### src/rtl/spi_eeprom_ctrl.sv
// spi_eeprom_ctrl: mode-0 SPI master for 25xx serial EEPROMs.
// Single-byte read/write with WREN prefix and RDSR polling.
module spi_eeprom_ctrl #(
  parameter int unsigned CLK_DIV  = 4,
  parameter int unsigned CS_GAP   = 2,
  parameter int unsigned POLL_MAX = 4096
) (
  input  logic        clk,
  input  logic        rst,
  input  logic        start,
  input  logic        rw,
  input  logic [1:0]  dev_sel,
  input  logic [15:0] addr,
  input  logic [7:0]  wdata,
  output logic [7:0]  rdata,
  output logic        busy,
  output logic        done,
  output logic        err,
  output logic [1:0]  sel,
  output logic        cs_n,
  output logic        sck,
  output logic        mosi,
  input  logic        miso
);

  localparam int unsigned GAP_N =
    (CS_GAP * CLK_DIV > 0) ? CS_GAP * CLK_DIV : 1;
  localparam int unsigned CNT_MAX =
    (GAP_N > CLK_DIV) ? GAP_N : CLK_DIV;
  localparam int unsigned CW = $clog2(CNT_MAX + 1);
  localparam int unsigned PW = $clog2(POLL_MAX + 1);

  localparam logic [CW-1:0] HALF_END = CW'(CLK_DIV - 1);
  localparam logic [CW-1:0] GAP_END  = CW'(GAP_N - 1);
  localparam logic [PW-1:0] POLL_LIM = PW'(POLL_MAX);

  localparam logic [7:0] OP_WREN  = 8'h06;
  localparam logic [7:0] OP_READ  = 8'h03;
  localparam logic [7:0] OP_WRITE = 8'h02;
  localparam logic [7:0] OP_RDSR  = 8'h05;

  typedef enum logic [2:0] {
    S_IDLE, S_WREN, S_XFER, S_POLL, S_GAP, S_FIN
  } state_e;

  // LO/HI: sck half-periods; TAIL: cs_n hold after
  // last fall; END: one cs_n-high cycle closing the frame.
  typedef enum logic [1:0] {
    P_LO, P_HI, P_TAIL, P_END
  } phase_e;

  state_e        state_q, state_d;
  phase_e        ph_q, ph_d;
  logic [CW-1:0] cnt_q, cnt_d;
  logic [5:0]    bit_q, bit_d;
  logic [PW-1:0] poll_q, poll_d;
  logic [31:0]   tx_q, tx_d;
  logic [7:0]    rx_q, rx_d;
  logic          rw_q, rw_d;
  logic [15:0]   addr_q, addr_d;
  logic [7:0]    wdata_q, wdata_d;
  logic [1:0]    sel_q, sel_d;
  logic [7:0]    rdata_q, rdata_d;
  logic          busy_q, busy_d;
  logic          done_q, done_d;
  logic          err_q, err_d;
  logic          cs_n_q, cs_n_d;
  logic          sck_q, sck_d;
  logic          mosi_q, mosi_d;
  logic          to_xfer_q, to_xfer_d;
  logic          enter;
  logic          half_end;
  logic [5:0]    last_idx;

  // Next-state and next-output logic for the whole controller
  always_comb begin
    state_d   = state_q;
    ph_d      = ph_q;
    cnt_d     = cnt_q;
    bit_d     = bit_q;
    poll_d    = poll_q;
    tx_d      = tx_q;
    rx_d      = rx_q;
    rw_d      = rw_q;
    addr_d    = addr_q;
    wdata_d   = wdata_q;
    sel_d     = sel_q;
    rdata_d   = rdata_q;
    busy_d    = busy_q;
    done_d    = 1'b0;
    err_d     = err_q;
    cs_n_d    = cs_n_q;
    sck_d     = sck_q;
    mosi_d    = mosi_q;
    to_xfer_d = to_xfer_q;
    enter     = 1'b0;
    half_end  = (cnt_q == HALF_END);

    unique case (state_q)
      S_WREN:  last_idx = 6'd7;
      S_POLL:  last_idx = 6'd15;
      default: last_idx = 6'd31;
    endcase

    unique case (state_q)
      S_IDLE: begin
        if (start) begin
          rw_d    = rw;
          sel_d   = dev_sel;
          addr_d  = addr;
          wdata_d = wdata;
          err_d   = 1'b0;
          poll_d  = '0;
          busy_d  = 1'b1;
          enter   = 1'b1;
          state_d = rw ? S_WREN : S_XFER;
          tx_d    = rw ? {OP_WREN, 24'h0}
                       : {OP_READ, addr, 8'h00};
        end
      end
      S_WREN, S_XFER, S_POLL: begin
        cnt_d = cnt_q + 1'b1;
        unique case (ph_q)
          P_LO: begin
            if (half_end) begin
              cnt_d = '0;
              sck_d = 1'b1;
              rx_d  = {rx_q[6:0], miso};
              ph_d  = P_HI;
            end
          end
          P_HI: begin
            if (half_end) begin
              cnt_d  = '0;
              sck_d  = 1'b0;
              tx_d   = {tx_q[30:0], 1'b0};
              mosi_d = tx_q[30];
              if (bit_q == last_idx) begin
                ph_d = P_TAIL;
              end else begin
                bit_d = bit_q + 1'b1;
                ph_d  = P_LO;
              end
            end
          end
          P_TAIL: begin
            if (half_end) begin
              cnt_d  = '0;
              cs_n_d = 1'b1;
              mosi_d = 1'b0;
              ph_d   = P_END;
            end
          end
          default: begin
            cnt_d = '0;
            if (state_q == S_WREN) begin
              state_d   = S_GAP;
              to_xfer_d = 1'b1;
            end else if (state_q == S_XFER) begin
              if (rw_q) begin
                state_d   = S_GAP;
                to_xfer_d = 1'b0;
              end else begin
                state_d = S_FIN;
                rdata_d = rx_q;
              end
            end else begin
              if (poll_q != POLL_LIM) begin
                poll_d = poll_q + 1'b1;
              end
              if (!rx_q[0]) begin
                state_d = S_FIN;
              end else if (poll_d == POLL_LIM) begin
                state_d = S_FIN;
                err_d   = 1'b1;
              end else begin
                state_d   = S_GAP;
                to_xfer_d = 1'b0;
              end
            end
          end
        endcase
      end
      S_GAP: begin
        cnt_d = cnt_q + 1'b1;
        if (cnt_q == GAP_END) begin
          enter   = 1'b1;
          state_d = to_xfer_q ? S_XFER : S_POLL;
          tx_d    = to_xfer_q
                    ? {OP_WRITE, addr_q, wdata_q}
                    : {OP_RDSR, 24'h0};
        end
      end
      S_FIN: begin
        state_d = S_IDLE;
      end
      default: begin
        state_d = S_IDLE;
      end
    endcase

    if (state_d == S_FIN) begin
      done_d = 1'b1;
      busy_d = 1'b0;
    end

    // A new frame starts with cs_n low and bit 31 on mosi.
    if (enter) begin
      cnt_d  = '0;
      bit_d  = '0;
      ph_d   = P_LO;
      cs_n_d = 1'b0;
      sck_d  = 1'b0;
      mosi_d = tx_d[31];
    end
  end

  // FSM state register
  always_ff @(posedge clk or posedge rst) begin
    if (rst) begin
      state_q <= S_IDLE;
      ph_q    <= P_LO;
    end else begin
      state_q <= state_d;
      ph_q    <= ph_d;
    end
  end

  // Datapath and registered SPI/handshake outputs
  always_ff @(posedge clk or posedge rst) begin
    if (rst) begin
      cnt_q     <= '0;
      bit_q     <= '0;
      poll_q    <= '0;
      tx_q      <= '0;
      rx_q      <= '0;
      rw_q      <= 1'b0;
      addr_q    <= '0;
      wdata_q   <= '0;
      sel_q     <= '0;
      rdata_q   <= '0;
      busy_q    <= 1'b0;
      done_q    <= 1'b0;
      err_q     <= 1'b0;
      cs_n_q    <= 1'b1;
      sck_q     <= 1'b0;
      mosi_q    <= 1'b0;
      to_xfer_q <= 1'b0;
    end else begin
      cnt_q     <= cnt_d;
      bit_q     <= bit_d;
      poll_q    <= poll_d;
      tx_q      <= tx_d;
      rx_q      <= rx_d;
      rw_q      <= rw_d;
      addr_q    <= addr_d;
      wdata_q   <= wdata_d;
      sel_q     <= sel_d;
      rdata_q   <= rdata_d;
      busy_q    <= busy_d;
      done_q    <= done_d;
      err_q     <= err_d;
      cs_n_q    <= cs_n_d;
      sck_q     <= sck_d;
      mosi_q    <= mosi_d;
      to_xfer_q <= to_xfer_d;
    end
  end

  assign rdata = rdata_q;
  assign busy  = busy_q;
  assign done  = done_q;
  assign err   = err_q;
  assign sel   = sel_q;
  assign cs_n  = cs_n_q;
  assign sck   = sck_q;
  assign mosi  = mosi_q;

endmodule

### config.mk
export PLATFORM = sky130hd
export DESIGN_NAME = spi_eeprom_ctrl
export DESIGN_NICKNAME = d
export VERILOG_FILES = /design/src/rtl/spi_eeprom_ctrl.sv
export SDC_FILE = /design/constraint.sdc
export NUM_CORES = 1
export LEC_CHECK = 0
export BUFFER_PORTS_ARGS = -buffer_cell sky130_fd_sc_hd__buf_2
export CORE_ASPECT_RATIO = 0.8
export CORE_MARGIN = 2
export CORE_UTILIZATION = 35
export CTS_BUF_LIST = sky130_fd_sc_hd__clkbuf_4
export CTS_CLUSTER_DIAMETER = 100
export DETAILED_ROUTE_END_ITERATION = 10
export HOLD_SLACK_MARGIN = 0.1
export PLACE_DENSITY = 0.54
export SLEW_MARGIN = 15
export SYNTH_ARGS = -nofsm -noshare
export SYNTH_HDL_FRONTEND = slang
export SYNTH_SLANG_ARGS = --single-unit
### constraint.sdc
create_clock -name clk -period 6.48 [get_ports clk]
set_clock_uncertainty 0.15 [all_clocks]
set_input_delay 0.324 -clock clk [delete_from_list [all_inputs] [get_ports clk]]
set_output_delay 0.324 -clock clk [all_outputs]
set_load 0.05 [all_outputs]
==> results.tsv <==
metric	value	unit
run status	complete, no violations	
Util after Layout	41.4	%
global route overflow	0	
number of rows created at floorplan	39	
XOR/XNOR share of the synthesized area	1.87	%
CTS Buffer Depth	2	
Post-synth EDFFs	0	
number of cells on the worst reg-to-reg path	6	
final number of setup-violating endpoints	0	
Die Height	113	um
critical path peak fanout	31	
count of yosys warnings during synthesis	0	
antenna violations before repair	1	
final count of hold timing violations	0	
setup slack after layout	3.71	ns
nets	615	
cts bufs inserted	9	
DRC Markers	0	
setup slack on the worst flop-to-flop path	3.71	ns
HPWL reported at the end of detailed placement	7560	um
endpoint of the worst register-to-register path	tx_q[21]$_DFFE_PP0P_	
root buffer cell	clkbuf_4	
count of buffers added by post-CTS timing repair for setup	0	
sequential element share of the synthesized area	53.0	%
required time of the critical path	6.77	ns
number of global-route vias before repair	3763	
largest net degree at the start of global routing	84	
number of maximum-capacitance constraint violations	0	
number of cells upsized or downsized after cts	0	
total detailed-routing wirelength	11500	um
Critical R2R Launch	state_q[1]$_DFF_PP0_	
clock slew at the register clock pins of the worst setup and hold paths	0.17	ns
simple-gate portion of the synthesized area	19.9	%
Syn Nets	553	
area of placed instances	5480	um^2
critical path capture point type	flip-flop	
Peak VDD IR	123	uV
TritonCTS clock tree	yes	
setup TNS	0	ns
summed area of non-filler cells in the final layout	5940	um^2
RSZ-0062 raised after global routing	no	
later-pin clock latency in the skew report	0.49	ns
crit path capture	tx_q[21]$_DFFE_PP0P_	
input/output buffers	46	
crit path from	state_q[1]$_DFF_PP0_	
global-route wire length before repair	19100	um
fraction of synthesized area in multiplexers	4.57	%
DR vias	3977	
synth-to-layout area growth	15.3	%
Core Box Area	14300	um^2
adder-cell share of the synthesized area	2.19	%
final standard cell count with taps included and fillers excluded	765	
total I/O pin count	47	
placer congestion estimate	0.819	
sum of internal, switching and leakage power	1.11	mW
number of detailed-route iterations in the first pass	5	
per-cell via count in the routed design	5.20	
Worst setup SP type	flip-flop	
mean cell area of the mapped netlist	10.0	um^2
Worst Path Class, Setup	flip-flop to flip-flop	
H-Tree Level Count	3	
global-route total usage across every layer	15.2	%
share of the cycle needed by the critical path after routing	42.7	%
cell area after technology mapping	5150	um^2
total number of clock tree sinks	109	
detailed-route wire length per cell	15.0	um
placed cells	719	
main combinational cell family by area after synthesis	simple AND/OR/NAND/NOR gates	
initial core utilization	35.9	%
fraction of final layout cells with drive strength greater than 1	18.3	%
worst-margin pin slew	0.993	ns
DIE AREA	15700	um^2
final period demand of the worst path	2.77	ns
count of nets left with antenna violations after detail routing	0	
count of state elements after synthesis	109	
ys flop type	dfrtp_1	
Synth cell types	62	
Synth async-reset ratio	100	%
Pins Over Slew Limit	0	
Highest Clock Rate	362	MHz
compound-cell area share of the yosys netlist	14.1	%
worst hold slack across all endpoints	0.170	ns
leakage power	2.98	nW
pre-CTS setup slack	3.78	ns
number of instances in the synthesized netlist	513	
worst slew slack as a fraction of its limit	33.8	%
total power per unit cell area	188	nW/um^2
1st-iter DRT viols	364	
Worst Hold Class	primary input to flip-flop	
horizontal extent of the die	140	um
Hold-fix buffers, CTS	29	
arrival time at the worst endpoint	3.05	ns
flip-flops by register name (all words and copies together) (netlist names), 4 cells and up:
name / cells
rdata: 8
poll_q: 13
rx_q: 8
addr_q: 16
tx_q: 31
cnt_q: 4
bit_q: 6
wdata_q: 8
routing by layer:
| layer | share of wire [%] | vias up | track usage [%] |
|---|---|---|---|
| met5 | 0 | - | 0 |
| met4 | 1.7 | 0 | 5.00 |
| met3 | 5.1 | 14 | 3.54 |
| met2 | 44 | 115 | 22.4 |
| met1 | 50 | 1933 | 22.3 |
| li1 | - | 1915 | - |
synthesized netlist by cell type (all sizes together) (6+ instances only):
cell type,instances,area (um^2)
clkbuf,18,98.8
nor3,6,51.3
nand3,12,65.1
a22o,6,52.6
a222oi,23,230
nor2,32,123
buf,10,68.8
nand2,144,541
o21ai,21,105
a21oi,6,30.0
dfrtp,108,2700
inv,16,60.1
xnor2,6,52.6
ha,9,113
mux2,17,195
final cells by class:
type	count	area (um^2)
flip-flops and latches	109	2730
multi-input cells	360	2200
repair buffers	79	554
fillers	1432	8410
clock inverters	6	86.3
well taps	184	230
clock buffers	10	75.1
inverters	16	62.6
diodes	1	2.50
cell usage in the layout (no fill, tap or decap), types with 3 or more instances in the layout:
master / n
a211oi_1: 4
a21o_1: 4
a21oi_1: 6
a222oi_1: 23
a22o_1: 6
and3_1: 3
buf_2: 46
buf_4: 3
clkbuf_4: 10
dfrtp_1: 108
dlygate4sd3_1: 29
ha_1: 9
inv_1: 15
mux2_2: 16
mux2i_1: 4
nand2_1: 144
nand2b_1: 4
nand3_1: 11
nand4_1: 5
nor2_1: 29
nor2_2: 3
nor3_1: 3
o21a_1: 3
o21ai_0: 21
o22ai_1: 3
o31ai_1: 5
or2_2: 4
xnor2_1: 6
xor2_1: 5
cell families (layout without fill, tap and decap cells):
kind of cell	Yosys count	in the layout
AOI/OAI and AO/OA	94	94
xor gates and xnor gates	11	11
adders and majority gates	9	9
buffers and inverters	44	111
DFF	109	109
muxes	21	21
other	0	1
and+or+nand+nor	225	225
worst max-delay path, stage by stage (launching register included):
cell and delay, ns:
dfrtp_1 0.51, nor2_1 0.25, nand2_1 0.15, or2_2 0.57, nor2_2 0.70, a222oi_1 0.24
nand2_1 0.13
power breakdown:
part,switching [mW],internal [mW]
logic,0.0210,0.0201
clock network,0.229,0.161
registers,0.00180,0.682
total,0.251,0.864
how the worst min path moves through the flow:
stage	startpoint	end	slack, ns	cells past startpoint
detailed placement	rst	rx_q[6]$_DFFE_PP0P_	0.18	2
global placement	rst	rdata[7]$_DFFE_PP0P_	0.17	2
finish	start	sel[1]$_DFFE_PP0P_	0.17	5
CTS	start	sel[1]$_DFFE_PP0P_	0.14	5
global route	start	busy$_DFFE_PP0P_	0.16	5
floorplan	addr[0]	addr_q[0]$_DFFE_PP0P_	0.28	2
No activity file was read; power rests on OpenSTA's default activity.
